==> config.mk <==
export PLATFORM = sky130hd
export DESIGN_NAME = shift_step_ctrl
export DESIGN_NICKNAME = d
export VERILOG_FILES = /design/src/rtl/shift_step_ctrl.sv
export SDC_FILE = /design/constraint.sdc
export NUM_CORES = 1
export LEC_CHECK = 0
export ABC_AREA = 1
export CAP_MARGIN = 20
export CORE_MARGIN = 2
export CORE_UTILIZATION = 30
export CTS_CLUSTER_SIZE = 40
export DETAILED_ROUTE_END_ITERATION = 12
export GPL_TIMING_DRIVEN = 0
export SLEW_MARGIN = 20
export SYNTH_ARGS = -nofsm -noshare
export SYNTH_HDL_FRONTEND = slang
export SYNTH_SLANG_ARGS = --single-unit
==> constraint.sdc <==
create_clock -name clk -period 2.1 [get_ports clk]
set_input_delay 0.525 -clock clk [delete_from_list [all_inputs] [get_ports clk]]
set_output_delay 0.525 -clock clk [all_outputs]
set_load 0.02 [all_outputs]
==> src/rtl/shift_step_ctrl.sv <==
// -----------------------------------------------------------------------------
// shift_step_ctrl
//
// Step sequencer for the 4-position rotating LED shift register. It produces
// the one-cycle step strobe at one of four rates, and handles run/pause/idle
// control from the board inputs. While paused it blinks the LED row through
// o_led_en, which the top level ANDs with the shift register output.
//
// Ports
//   clk        system clock, rising edge
//   i_rst      asynchronous reset, active low
//   i_enable   1 = active, 0 = force IDLE
//   i_speed    period select (PER0..PER3), sampled every cycle
//   i_pause    debounced button level; a rising edge toggles RUN/PAUSE
//   o_valid    one-cycle step strobe to the shift register
//   o_led_en   LED gate: 1 = show shift register, 0 = blank
//   o_state    00 IDLE, 01 RUN, 10 PAUSE
//   o_step_cnt steps issued since reset or IDLE, modulo 256
// -----------------------------------------------------------------------------
module shift_step_ctrl #(
    parameter int unsigned CNT_W = 32,
    parameter int unsigned PER0  = 50000000,
    parameter int unsigned PER1  = 25000000,
    parameter int unsigned PER2  = 12500000,
    parameter int unsigned PER3  = 6250000
) (
    input  logic       clk,
    input  logic       i_rst,
    input  logic       i_enable,
    input  logic [1:0] i_speed,
    input  logic       i_pause,
    output logic       o_valid,
    output logic       o_led_en,
    output logic [1:0] o_state,
    output logic [7:0] o_step_cnt
);

    typedef enum logic [1:0] {
        ST_IDLE  = 2'b00,
        ST_RUN   = 2'b01,
        ST_PAUSE = 2'b10
    } state_t;

    state_t             state;
    logic [CNT_W-1:0]   cnt;
    logic [CNT_W-1:0]   cnt_last;
    logic               pause_q;
    logic               pause_edge;
    logic               wrap;

    // Terminal count for a period. Periods of 0 or 1 both mean "every cycle",
    // so they collapse to a terminal count of 0.
    function automatic logic [CNT_W-1:0] last_count(input int unsigned per);
        if (per <= 1) begin
            return '0;
        end
        return CNT_W'(per - 1);
    endfunction

    always_comb begin
        cnt_last = last_count(PER0);
        case (i_speed)
            2'd1:    cnt_last = last_count(PER1);
            2'd2:    cnt_last = last_count(PER2);
            2'd3:    cnt_last = last_count(PER3);
            default: cnt_last = last_count(PER0);
        endcase
    end

    // >= rather than == so a speed change to a shorter period while the
    // counter is already past the new terminal count wraps on the next cycle
    // instead of running all the way round the counter.
    assign wrap       = (cnt >= cnt_last);
    assign pause_edge = i_pause & ~pause_q;
    assign o_state    = state;

    always_ff @(posedge clk or negedge i_rst) begin
        if (!i_rst) begin
            state      <= ST_IDLE;
            cnt        <= '0;
            pause_q    <= 1'b0;
            o_valid    <= 1'b0;
            o_led_en   <= 1'b1;
            o_step_cnt <= 8'd0;
        end else begin
            // The edge detector tracks the button in every state, so a press
            // held through IDLE does not register as an edge on entry to RUN.
            pause_q <= i_pause;
            o_valid <= 1'b0;

            if (!i_enable) begin
                // Disable outranks everything, including a pending wrap.
                state      <= ST_IDLE;
                cnt        <= '0;
                o_led_en   <= 1'b1;
                o_step_cnt <= 8'd0;
            end else begin
                case (state)
                    ST_IDLE: begin
                        state      <= ST_RUN;
                        cnt        <= '0;
                        o_led_en   <= 1'b1;
                        o_step_cnt <= 8'd0;
                    end

                    ST_RUN: begin
                        o_led_en <= 1'b1;
                        if (pause_edge) begin
                            // A pause edge swallows a coincident wrap: no strobe.
                            state <= ST_PAUSE;
                            cnt   <= '0;
                        end else if (wrap) begin
                            cnt        <= '0;
                            o_valid    <= 1'b1;
                            o_step_cnt <= o_step_cnt + 8'd1;
                        end else begin
                            cnt <= cnt + CNT_W'(1);
                        end
                    end

                    ST_PAUSE: begin
                        if (pause_edge) begin
                            state    <= ST_RUN;
                            cnt      <= '0;
                            o_led_en <= 1'b1;
                        end else if (wrap) begin
                            // Same wrap rule as RUN, used as the blink timebase.
                            cnt      <= '0;
                            o_led_en <= ~o_led_en;
                        end else begin
                            cnt <= cnt + CNT_W'(1);
                        end
                    end

                    default: begin
                        // Encoding 11 is unreachable; recover through IDLE.
                        state      <= ST_IDLE;
                        cnt        <= '0;
                        o_led_en   <= 1'b1;
                        o_step_cnt <= 8'd0;
                    end
                endcase
            end
        end
    end

endmodule

==> impl_metrics.py, run 1 <==
metrics = {
    "run_status": {
        "status": "finished, final reports clean",
    },
    "grt": {
        "grt_use_total_pct": 12.0,
        "top_usage_layer": "met2",
        "grt.met1_usage_pct": 16.1,
        "grt_util_met2_pct": 19.8,
        "overflow": 0,
        "grt_max_degree": 24,
        "antenna_found_initial": 0,
        "grt_pass1_wl_mm": 10.0,
        "grt_pass1_vias": 2223,
        "use_met3_pct": 1.98,
    },
    "logic_synthesis": {
        "postSynthCellCount": 342,
        "synth_seq_area_share_pct": 38.9,
        "synth_common_cells": "nand2_1 (73), nor2_1 (49), dfrtp_1 (44)",
        "synth_area_leaders": "dfrtp_1 (38%), ha_1 (9.9%), nand2_1 (9.4%)",
        "yosys.area.top_type": "dfrtp_1",
        "synth_area_per_cell_um2": 8.48,
        "yosys_warnings": 0,
        "ys_types": 40,
        "synth.most_common_cell": "nand2_1",
        "synth-main-ff-cell": "dfrtp_1",
        "async_reset_ff_share_pct": 100,
        "ys_ff_latch": 45,
        "synth_top_area_share_pct": 37.9,
        "synth_edf_count": 0,
        "netlist_area_um2": 2900,
    },
    "power": {
        "leakagePower_nw": 1.63,
        "p_int_mw": 1.25,
        "ir_worst_vdd_mv": 0.322,
        "clockPowerShare_pct": 34.9,
        "power_density_nw_per_um2": 473,
        "p_seq_share_pct": 53.6,
        "finalPower_mw": 1.68,
        "power.switching_mw": 0.424,
        "p_sw_share_pct": 25.3,
        "power_frac_comb_pct": 11.5,
    },
    "min_path": {
        "holdCritPathClass": "input pin to asynchronous set/reset pin",
    },
    "layout": {
        "layout-drive-gt1-share_pct": 22.6,
        "syn2layout_area_growth_pct": 22.2,
        "diodes": 0,
        "finalNetCount": 408,
        "utilization_pct": 38.0,
    },
    "timing": {
        "final-max-slew-violation-count": 0,
        "setup_viol": 0,
        "worstMarginPinSlew_ps": 548,
        "rsz0062_at_grt": "true",
        "setup_ws_ps": 82.3,
        "fin_skew_ps": 6.75,
        "maxSlewHeadroom_pct": 63.5,
        "layout_worst_path_cycle_share_pct": 96.1,
        "min_period_ps": 2020,
        "max_freq_mhz": 496,
        "hold_viol_final": 0,
    },
    "routing": {
        "wl_per_cell_um": 11.3,
        "vias": 2232,
        "ant_nets": 0,
        "wl_mm": 5.74,
        "viasPerCell": 4.39,
        "drt_first_iter_violations": 50,
        "drtPass1Iterations": 4,
        "drcViolationCount": 0,
    },
    "place": {
        "portBuffers": 17,
        "gp_congestion": 0.818,
        "pre_cts_ws_ps": -984,
        "hpwl_mm": 4.25,
    },
    "cts": {
        "clockBufferDepth": 2,
        "path_clk_slew_ps": 80,
        "hold_buffers": 0,
        "clock_sink_count": 45,
        "cts_tree": "built",
        "clk_latency_ps": 300,
        "ctsRootBufferMaster": "clkbuf_8",
        "htree_levels": 2,
        "cts-buffers-inserted": 5,
    },
    "floorplanning": {
        "design.core.area_um2": 9330,
        "die_h_um": 102,
        "dieArea_um2": 10500,
        "start_util_pct": 31.1,
        "die_w_um": 102,
        "std_cell_rows": 35,
        "ioPinCount": 18,
    },
    "critical_path": {
        "cp-start-kind": "input pin",
        "critical_path_required_ps": 2310,
        "worstPathArrival_ps": 2230,
        "path_max_fanout": 6,
        "critical_path_class": "input pin to flip-flop",
        "cp-end-kind": "flip-flop",
    },
    "job": {
        "cap_violations": 0,
    },
}
-- sequential cells by signal, summed over array words and instances, names as in the netlist --
register	flops
o_led_en	1
o_valid	1
cnt	32
o_step_cnt	8
pause_q	1
o_state	2
-- critical path, cell delays in order --
cell     delay (ps)
buf_8           110
nor2_4          110
inv_2            70
ha_4            220
a21oi_2         120
nand2_1          70
nor2_2          160
nand2_1         100
nor2_2          130
nand2_4         110
nor2_8          130
inv_8            50
buf_4           160
nor3_1          140
-- routing by layer --
layer | part of all wire (%) | routed length [um]
met1 | 48 | 2780
met2 | 47 | 2700
met3 | 3.4 | 195
met4 | 1.1 | 65
met5 | 0 | 0
-- cell type report --
cell class              count  area [um2]
multi-input cells         260        1690
clock inverters             1        5.00
plain buffers               2        23.8
inverters                  39         155
repair buffers             26         288
fillers                   930        5780
flip-flops and latches     45        1130
well taps                 129         161
clock buffers               7        96.3
-- cell usage in the layout (no fill, tap or decap), types with 2 or more instances in the layout --
| cell | instances |
|---|---|
| a21oi_1 | 10 |
| a21oi_2 | 3 |
| buf_12 | 3 |
| buf_4 | 5 |
| buf_6 | 2 |
| clkbuf_8 | 7 |
| clkdlybuf4s50_1 | 14 |
| clkinv_2 | 2 |
| conb_1 | 5 |
| dfrtp_1 | 42 |
| dfrtp_2 | 2 |
| ha_1 | 22 |
| inv_1 | 31 |
| inv_2 | 6 |
| nand2_1 | 70 |
| nand2_2 | 7 |
| nand2_4 | 3 |
| nand3_1 | 19 |
| nand3_2 | 4 |
| nand4_1 | 4 |
| nor2_1 | 43 |
| nor2_2 | 5 |
| nor2_4 | 19 |
| nor2_8 | 2 |
| nor3_1 | 8 |
| nor3_2 | 3 |
| nor3b_1 | 2 |
| o21ai_0 | 6 |
| xnor2_1 | 4 |
| xor2_1 | 8 |
-- logic make-up after synthesis --
logic type,count (synthesis),synth area share (%)
adders and majority gates,23,9.92
xor gates and xnor gates,12,3.62
DFF,45,38.9
AOI/OAI and AO/OA,25,4.92
buffers and inverters,41,6.17
other,1,0.129
and+or+nand+nor,195,36.4
-- power groups by stage --
stage / clock (mW) / combinational [mW] / sequential [mW]
final: 0.585 / 0.194 / 0.897
after global routing: 0.652 / 0.218 / 0.900
after CTS: 0.613 / 0.194 / 0.898
after detailed placement: 0 / 0.184 / 0.915
after global placement: 0 / 0.178 / 0.915
after floorplan: 0 / 0.0878 / 0.926
-- path summary, 6_finish.rpt --
kind | from | endpoint | slack, ps | depth (start not counted)
min in group clk | cnt[26] | cnt[26] | 510 | 2
max in group asynchronous | i_rst | cnt[17] | 1360 | 2
max | i_speed[0] | cnt[18] | 80 | 14
min | i_rst | o_step_cnt[7] | 210 | 1
max reg2reg | cnt[25] | cnt[18] | 140 | 11
min reg2reg | cnt[26] | cnt[26] | 510 | 2
-- what timing repair did --
item | 4_1_cts | 5_1_grt
endpoints found under the hold margin | 0 | 0
endpoints found under the setup margin | 37 | 27
setup buffers | 6 | 1
gates cloned | 1 | 0
resized for setup | 21 | 18
pin swaps | 5 | 5
-- stage by stage --
step	instance area (um2)	hold WS, ps	cells	setup TNS, ps
2_1_floorplan	2920	229	346	0
3_3_place_gp	3250	488	492	-70640
3_5_place_dp	3270	505	493	-32870
4_1_cts	3490	216	508	0
5_1_grt	3550	235	509	-408
6_report	3550	206	509	0
(Power assumes the default switching activity.)
==> run 2: changes to the inputs <==
--- a/config.mk
+++ b/config.mk
@@ -9,7 +9,6 @@
 export CAP_MARGIN = 20
 export CORE_MARGIN = 2
 export CORE_UTILIZATION = 30
-export CTS_CLUSTER_SIZE = 40
 export DETAILED_ROUTE_END_ITERATION = 12
 export GPL_TIMING_DRIVEN = 0
 export SLEW_MARGIN = 20
==> constraint.sdc (replaced) <==
create_clock -name clk -period 1.9 [get_ports clk]
set_input_delay 0.475 -clock clk [delete_from_list [all_inputs] [get_ports clk]]
set_output_delay 0.475 -clock clk [all_outputs]
set_load 0.02 [all_outputs]
==> run 2 against run 1 <==
  * The flow now finishes with violations (negative setup slack)
  * Non-clock buffer count increased by 16
  * Combinational power increased by 25%
  * Critical path type unchanged
  * Sequential power increased by 10%
  * Critical path depth increased by 3
  * Largest cell class unchanged
  * Via count increased by 4.7%
  * First-iteration DRC count increased by 48%
  * Flip-flop and latch count unchanged
  * Worst setup slack got worse by 130 ps
==> impl_metrics.py, run 2 (synthesis gave the netlist of run 1 again) <==
metrics = {
    "run_status": {
        "status": "finished with violations",
        "violations": "negative setup slack",
    },
    "timing": {
        "layout_worst_path_cycle_share_pct": 102,
        "fin_skew_ps": 11.3,
        "setup_ws_ps": -47.2,
        "final-max-slew-violation-count": 0,
        "max_freq_mhz": 514,
        "min_period_ps": 1950,
        "rsz0062_at_grt": "true",
        "hold_viol_final": 0,
        "setup_viol": 11,
    },
    "layout": {
        "top_register": "cnt",
        "final_area_um2": 3880,
        "layout-drive-gt1-share_pct": 32.2,
        "utilization_pct": 41.6,
        "multi_input_area_um2": 1860,
        "final_common_cell": "nand2_1",
        "diodes": 0,
        "finalNetCount": 425,
        "largest_register_ffs": 32,
        "final_cell_mix": "nand2_1 (62), nor2_1 (40), dfrtp_1 (38)",
        "nFillCells": 892,
        "ff_latch_area_um2": 1130,
        "syn2layout_area_growth_pct": 33.7,
    },
    "power": {
        "power_frac_comb_pct": 13.2,
        "clockPowerShare_pct": 32.9,
        "p_sw_share_pct": 27.6,
        "p_seq_share_pct": 53.9,
        "p_int_mw": 1.33,
        "leakagePower_nw": 1.75,
        "power.switching_mw": 0.508,
        "power_density_nw_per_um2": 473,
        "ir_worst_vdd_mv": 0.334,
    },
    "floorplanning": {
        "die_h_um": 102,
        "start_util_pct": 31.1,
        "die_w_um": 102,
        "ioPinCount": 18,
        "std_cell_rows": 35,
        "design.core.area_um2": 9330,
        "dieArea_um2": 10500,
    },
    "cts": {
        "clock_sink_count": 45,
        "cts_tree": "built",
        "ctsRootBufferMaster": "clkbuf_8",
        "cts-buffers-inserted": 5,
        "path_clk_slew_ps": 90,
        "htree_levels": 2,
        "clockBufferDepth": 2,
        "clk_latency_ps": 300,
    },
    "routing": {
        "wl_mm": 6.05,
        "drcViolationCount": 0,
        "viasPerCell": 4.44,
        "wl_per_cell_um": 11.5,
        "vias": 2336,
        "drtPass1Iterations": 4,
        "ant_nets": 0,
        "drt_first_iter_violations": 74,
    },
    "grt": {
        "grt_pass1_vias": 2279,
        "grt_max_degree": 26,
        "overflow": 0,
        "grt_pass1_wl_mm": 10.3,
        "antenna_found_initial": 0,
        "grt_use_total_pct": 12.5,
    },
    "job": {
        "cap_violations": 0,
    },
    "critical_path": {
        "cp-start-kind": "input pin",
        "critical_path_required_ps": 2140,
        "critical_path_class": "input pin to flip-flop",
        "cp-end-kind": "flip-flop",
        "path_max_fanout": 8,
        "r2r_start": "cnt[9]",
        "cp-startpoint": "i_speed[1]",
        "r2r-end": "o_step_cnt[6]",
        "worstPathArrival_ps": 2190,
        "r2r_slack_ps": -30,
        "r2r_cells": 14,
    },
    "place": {
        "gp_congestion": 0.792,
        "placed_cell_area_um2": 3300,
        "portBuffers": 17,
        "hpwl_mm": 4.22,
    },
    "min_path": {
        "holdCritPathClass": "input pin to asynchronous set/reset pin",
    },
}
==> run 2: cell count changes in the layout (fill, tap and decap cells not counted), moves of 4 or more <==
cell / delta
buf_4: +12
nand2_1: -8
ha_1: -5
nand2_2: +5
nor3_4: +5
dfrtp_1: -4
dfrtp_2: +4
ha_4: +4
==> run 2: power by group through the flow <==
stage / logic (mW) / registers (mW) / clock network (mW)
floorplan: 0.100 / 1.02 / 0
global placement: 0.201 / 1.01 / 0
detailed placement: 0.207 / 1.01 / 0
CTS: 0.224 / 0.991 / 0.629
global route: 0.275 / 0.994 / 0.665
finish: 0.243 / 0.990 / 0.604
==> run 2: worst max-delay path, stage by stage <==
cell and delay [ps]:
buf_12 110, nor2_4 140, inv_2 80, ha_4 270, nand2_2 40, inv_2 40
nand2_2 50, nor2_4 110, nand2_1 80, nor2_2 100, nand2_2 70, nand2_4 120
buf_12 120, nand3_4 110, nand2_8 130, nand2_2 60, nand2_1 60
==> run 2: final cells by class <==
| class | instances | area share (%) |
|---|---|---|
| Clock inverter | 3 | 0.580 |
| Inverter | 39 | 4.00 |
| Tap cell | 129 | 4.16 |
| Sequential cell | 45 | 29.2 |
| Clock buffer | 5 | 1.77 |
| Multi-Input combinational cell | 261 | 48.0 |
| Buffer | 2 | 0.613 |
| Timing Repair Buffer | 42 | 11.6 |
==> run 2: metal layers <==
layer	wire (um)	vias up	GRT usage, %	share of wire [%]
li1	-	1199	-	-
met1	2750	1120	16.2	46
met2	3140	11	21.1	52
met3	75	6	2.26	1.2
met4	76	0	3.90	1.3
met5	0	-	0	0
==> run 2: metrics by stage <==
stage	cells	TNS (ps)	hold slack [ps]	total power [mW]	worst slack (ps)
after floorplan	346	-545	179	1.12	-58.9
after global placement	492	-76820	491	1.21	-1000
after detailed placement	493	-34320	470	1.22	-1040
after CTS	519	-652	139	1.84	-89.1
after global routing	526	-3000	163	1.93	-129
final	526	-308	132	1.84	-47.2
==> run 2: timing repair <==
item | in CTS | in global routing
resized for setup | 31 | 51
gates cloned | 2 | 0
pin swaps | 11 | 23
hold buffers | 0 | 0
hold endpoints to repair | 0 | 0
setup endpoints to repair | 38 | 40
setup buffers | 16 | 7
==> run 2: how the worst max path moves through the flow <==
stage / slack (ps) / endpoint
floorplan: -60 / cnt[0]
CTS: -90 / o_step_cnt[6]
global placement: -1000 / cnt[4]
detailed placement: -1040 / cnt[0]
global route: -130 / o_step_cnt[6]
finish: -50 / o_step_cnt[6]
==> RTL edit: new RTL, config.mk and constraints of run 2 <==
The parameter `PER2` goes from 12500000 to 6250000.
--- a/src/rtl/shift_step_ctrl.sv
+++ b/src/rtl/shift_step_ctrl.sv
@@ -23,3 +23,3 @@
     parameter int unsigned PER1  = 25000000,
-    parameter int unsigned PER2  = 12500000,
+    parameter int unsigned PER2  = 6250000,
     parameter int unsigned PER3  = 6250000
Behaviour: no difference found for any inputs over 10 cycles, from zero or initial values and one cycle with i_rst low; that may be too few to reach the edited logic, so the function may still have changed.
==> RTL edit against run 2 <==
  * Largest cell class unchanged
  * Non-clock buffer count up 3
  * Count of clock-buffer cells in the layout rose by 1
  * Wire length up 9.1%
  * Design area about the same
  * Highest routed layer unchanged
  * Global-route usage is 0.46 points higher
  * Power up 7.1%
  * Area after synthesis decreased by 2.0%
  * Worst setup slack got worse by 32 ps
  * Register-to-register slack lost 30 ps
  * Die area shrank 1.9%
  * Worst hold slack lost 15 ps
  * Largest power group unchanged
  * Fmax decreased by 1.6%
  * The flow still finishes with violations (negative setup slack)
  * First-iteration DRC count increased by 58%
  * Sequential cell count is the same
==> RTL edit: results <==
export IMPL_status="finished with violations"
export IMPL_violated_checks="negative setup slack"
export IMPL_final_stage_net_count=440
export IMPL_vias_per_cell=4.76
export IMPL_yosys_area_share_xor_xnor_pct=2.46
export IMPL_hpwlAfterDp_um=4470
export IMPL_grt_usage_pct=12.9
export IMPL_sw_frac_of_total_pct=25.5
export IMPL_synth_adder_area_share_pct=6.60
export IMPL_timing_setup_tns_ps=-795
export IMPL_synthTopCellsByArea="sky130_fd_sc_hd__dfrtp_1 (39%), sky130_fd_sc_hd__nand2_1 (11%), sky130_fd_sc_hd__nor2_1 (7.8%)"
export IMPL_path_max_fanout=7
export IMPL_setup_ws_ps=-79.2
export IMPL_grt_pass1_vias=2330
export IMPL_vdd_drop_max_mv=0.246
export IMPL_synthTopCellsByCount="sky130_fd_sc_hd__nand2_1 (83), sky130_fd_sc_hd__nor2_1 (59), sky130_fd_sc_hd__dfrtp_1 (44)"
export IMPL_finalSetupViolations=24
export IMPL_met2_usage_pct=21.2
export IMPL_grt_start_max_net_pins=30
export IMPL_grt_first_pass_wirelength_um=10700
export IMPL_gr_usage_met1_pct=17.8
export IMPL_final_layout_size_suffix_gt1_share_pct=29.3
export IMPL_synth_yosys_seq_area_share_pct=39.7
export IMPL_fillCellCount=890
export IMPL_longest_individual_stage_delay_on_the_worst_path_ps=240
export IMPL_met3_usage_pct=1.59
-- RTL edit: cell count changes in the layout (fill, tap and decap cells not counted), moves of 4 or more --
cell                      delta
sky130_fd_sc_hd__nand2_1    +11
sky130_fd_sc_hd__inv_1      +10
sky130_fd_sc_hd__ha_1        -8
sky130_fd_sc_hd__nor2_2      +7
sky130_fd_sc_hd__nor3_1      +6
sky130_fd_sc_hd__inv_2       -5
sky130_fd_sc_hd__nor2_4      -5
sky130_fd_sc_hd__nor3_2      +5
sky130_fd_sc_hd__a21oi_1     -4
sky130_fd_sc_hd__a21oi_2     -4
sky130_fd_sc_hd__nand3_1     +4
-- RTL edit: cells by family (layout without fill, tap and decap cells) --
| logic type | after synthesis | count (layout) |
|---|---|---|
| flops | 45 | 45 |
| simple gates | 224 | 225 |
| compound gates | 21 | 21 |
| other cells | 1 | 5 |
| xor+xnor | 8 | 8 |
| buf+inv | 51 | 101 |
| fa+ha+maj | 15 | 15 |
-- RTL edit: stage by stage --
step / setup slack [ps] / power (mW) / area [um^2] / instances / utilization [%]
after CTS: -74.8 / 1.96 / 3570 / 522 / 38.8
after global placement: -950 / 1.22 / 3220 / 496 / 35.0
final: -79.2 / 1.97 / 3880 / 531 / 42.2
after global routing: -170 / 2.07 / 3880 / 531 / 42.2
after detailed placement: -918 / 1.23 / 3230 / 497 / 35.1
after floorplan: -156 / 1.14 / 2920 / 369 / -
-- RTL edit: final timing paths --
path / cells after the start / slack [ps] / start / endpoint
setup reg to reg: 11 / -60 / cnt[24] / cnt[19]
setup / recovery: 16 / -80 / i_speed[1] / cnt[19]
hold / removal: 1 / 120 / i_rst / cnt[4]
min in group clk: 2 / 550 / cnt[26] / cnt[26]
hold reg to reg: 2 / 550 / cnt[26] / cnt[26]
max in group asynchronous: 2 / 1220 / i_rst / o_led_en
-- RTL edit: timing repair --
item,in CTS,in global routing
setup endpoints to repair,38,40
pin swaps,15,26
cloned,2,1
setup buffers,15,10
endpoints found under the hold margin,0,0
resized for setup,27,56
-- RTL edit: layer usage --
metal	vias up	wire [um]
met5	-	0
li1	1277	-
met4	0	112
met3	11	137
met2	32	3310
met1	1208	3040
-- RTL edit: power groups by stage --
stage	Combinational, mW	Clock, mW	Sequential [mW]
after detailed placement	0.219	0	1.01
after global placement	0.211	0	1.01
final	0.259	0.715	0.993
after global routing	0.290	0.785	0.996
after CTS	0.231	0.734	0.993
after floorplan	0.114	0	1.02
-- RTL edit: cell type report --
cell class              instances  area, um^2  area share (%)
clock buffers                   6        72.6            1.87
plain buffers                   4        43.8            1.13
clock inverters                 2        35.0           0.902
well taps                     111         139            3.58
repair buffers                 43         453            11.7
flip-flops and latches         45        1130            29.1
inverters                      46         200            5.16
multi-input cells             274        1810            46.6
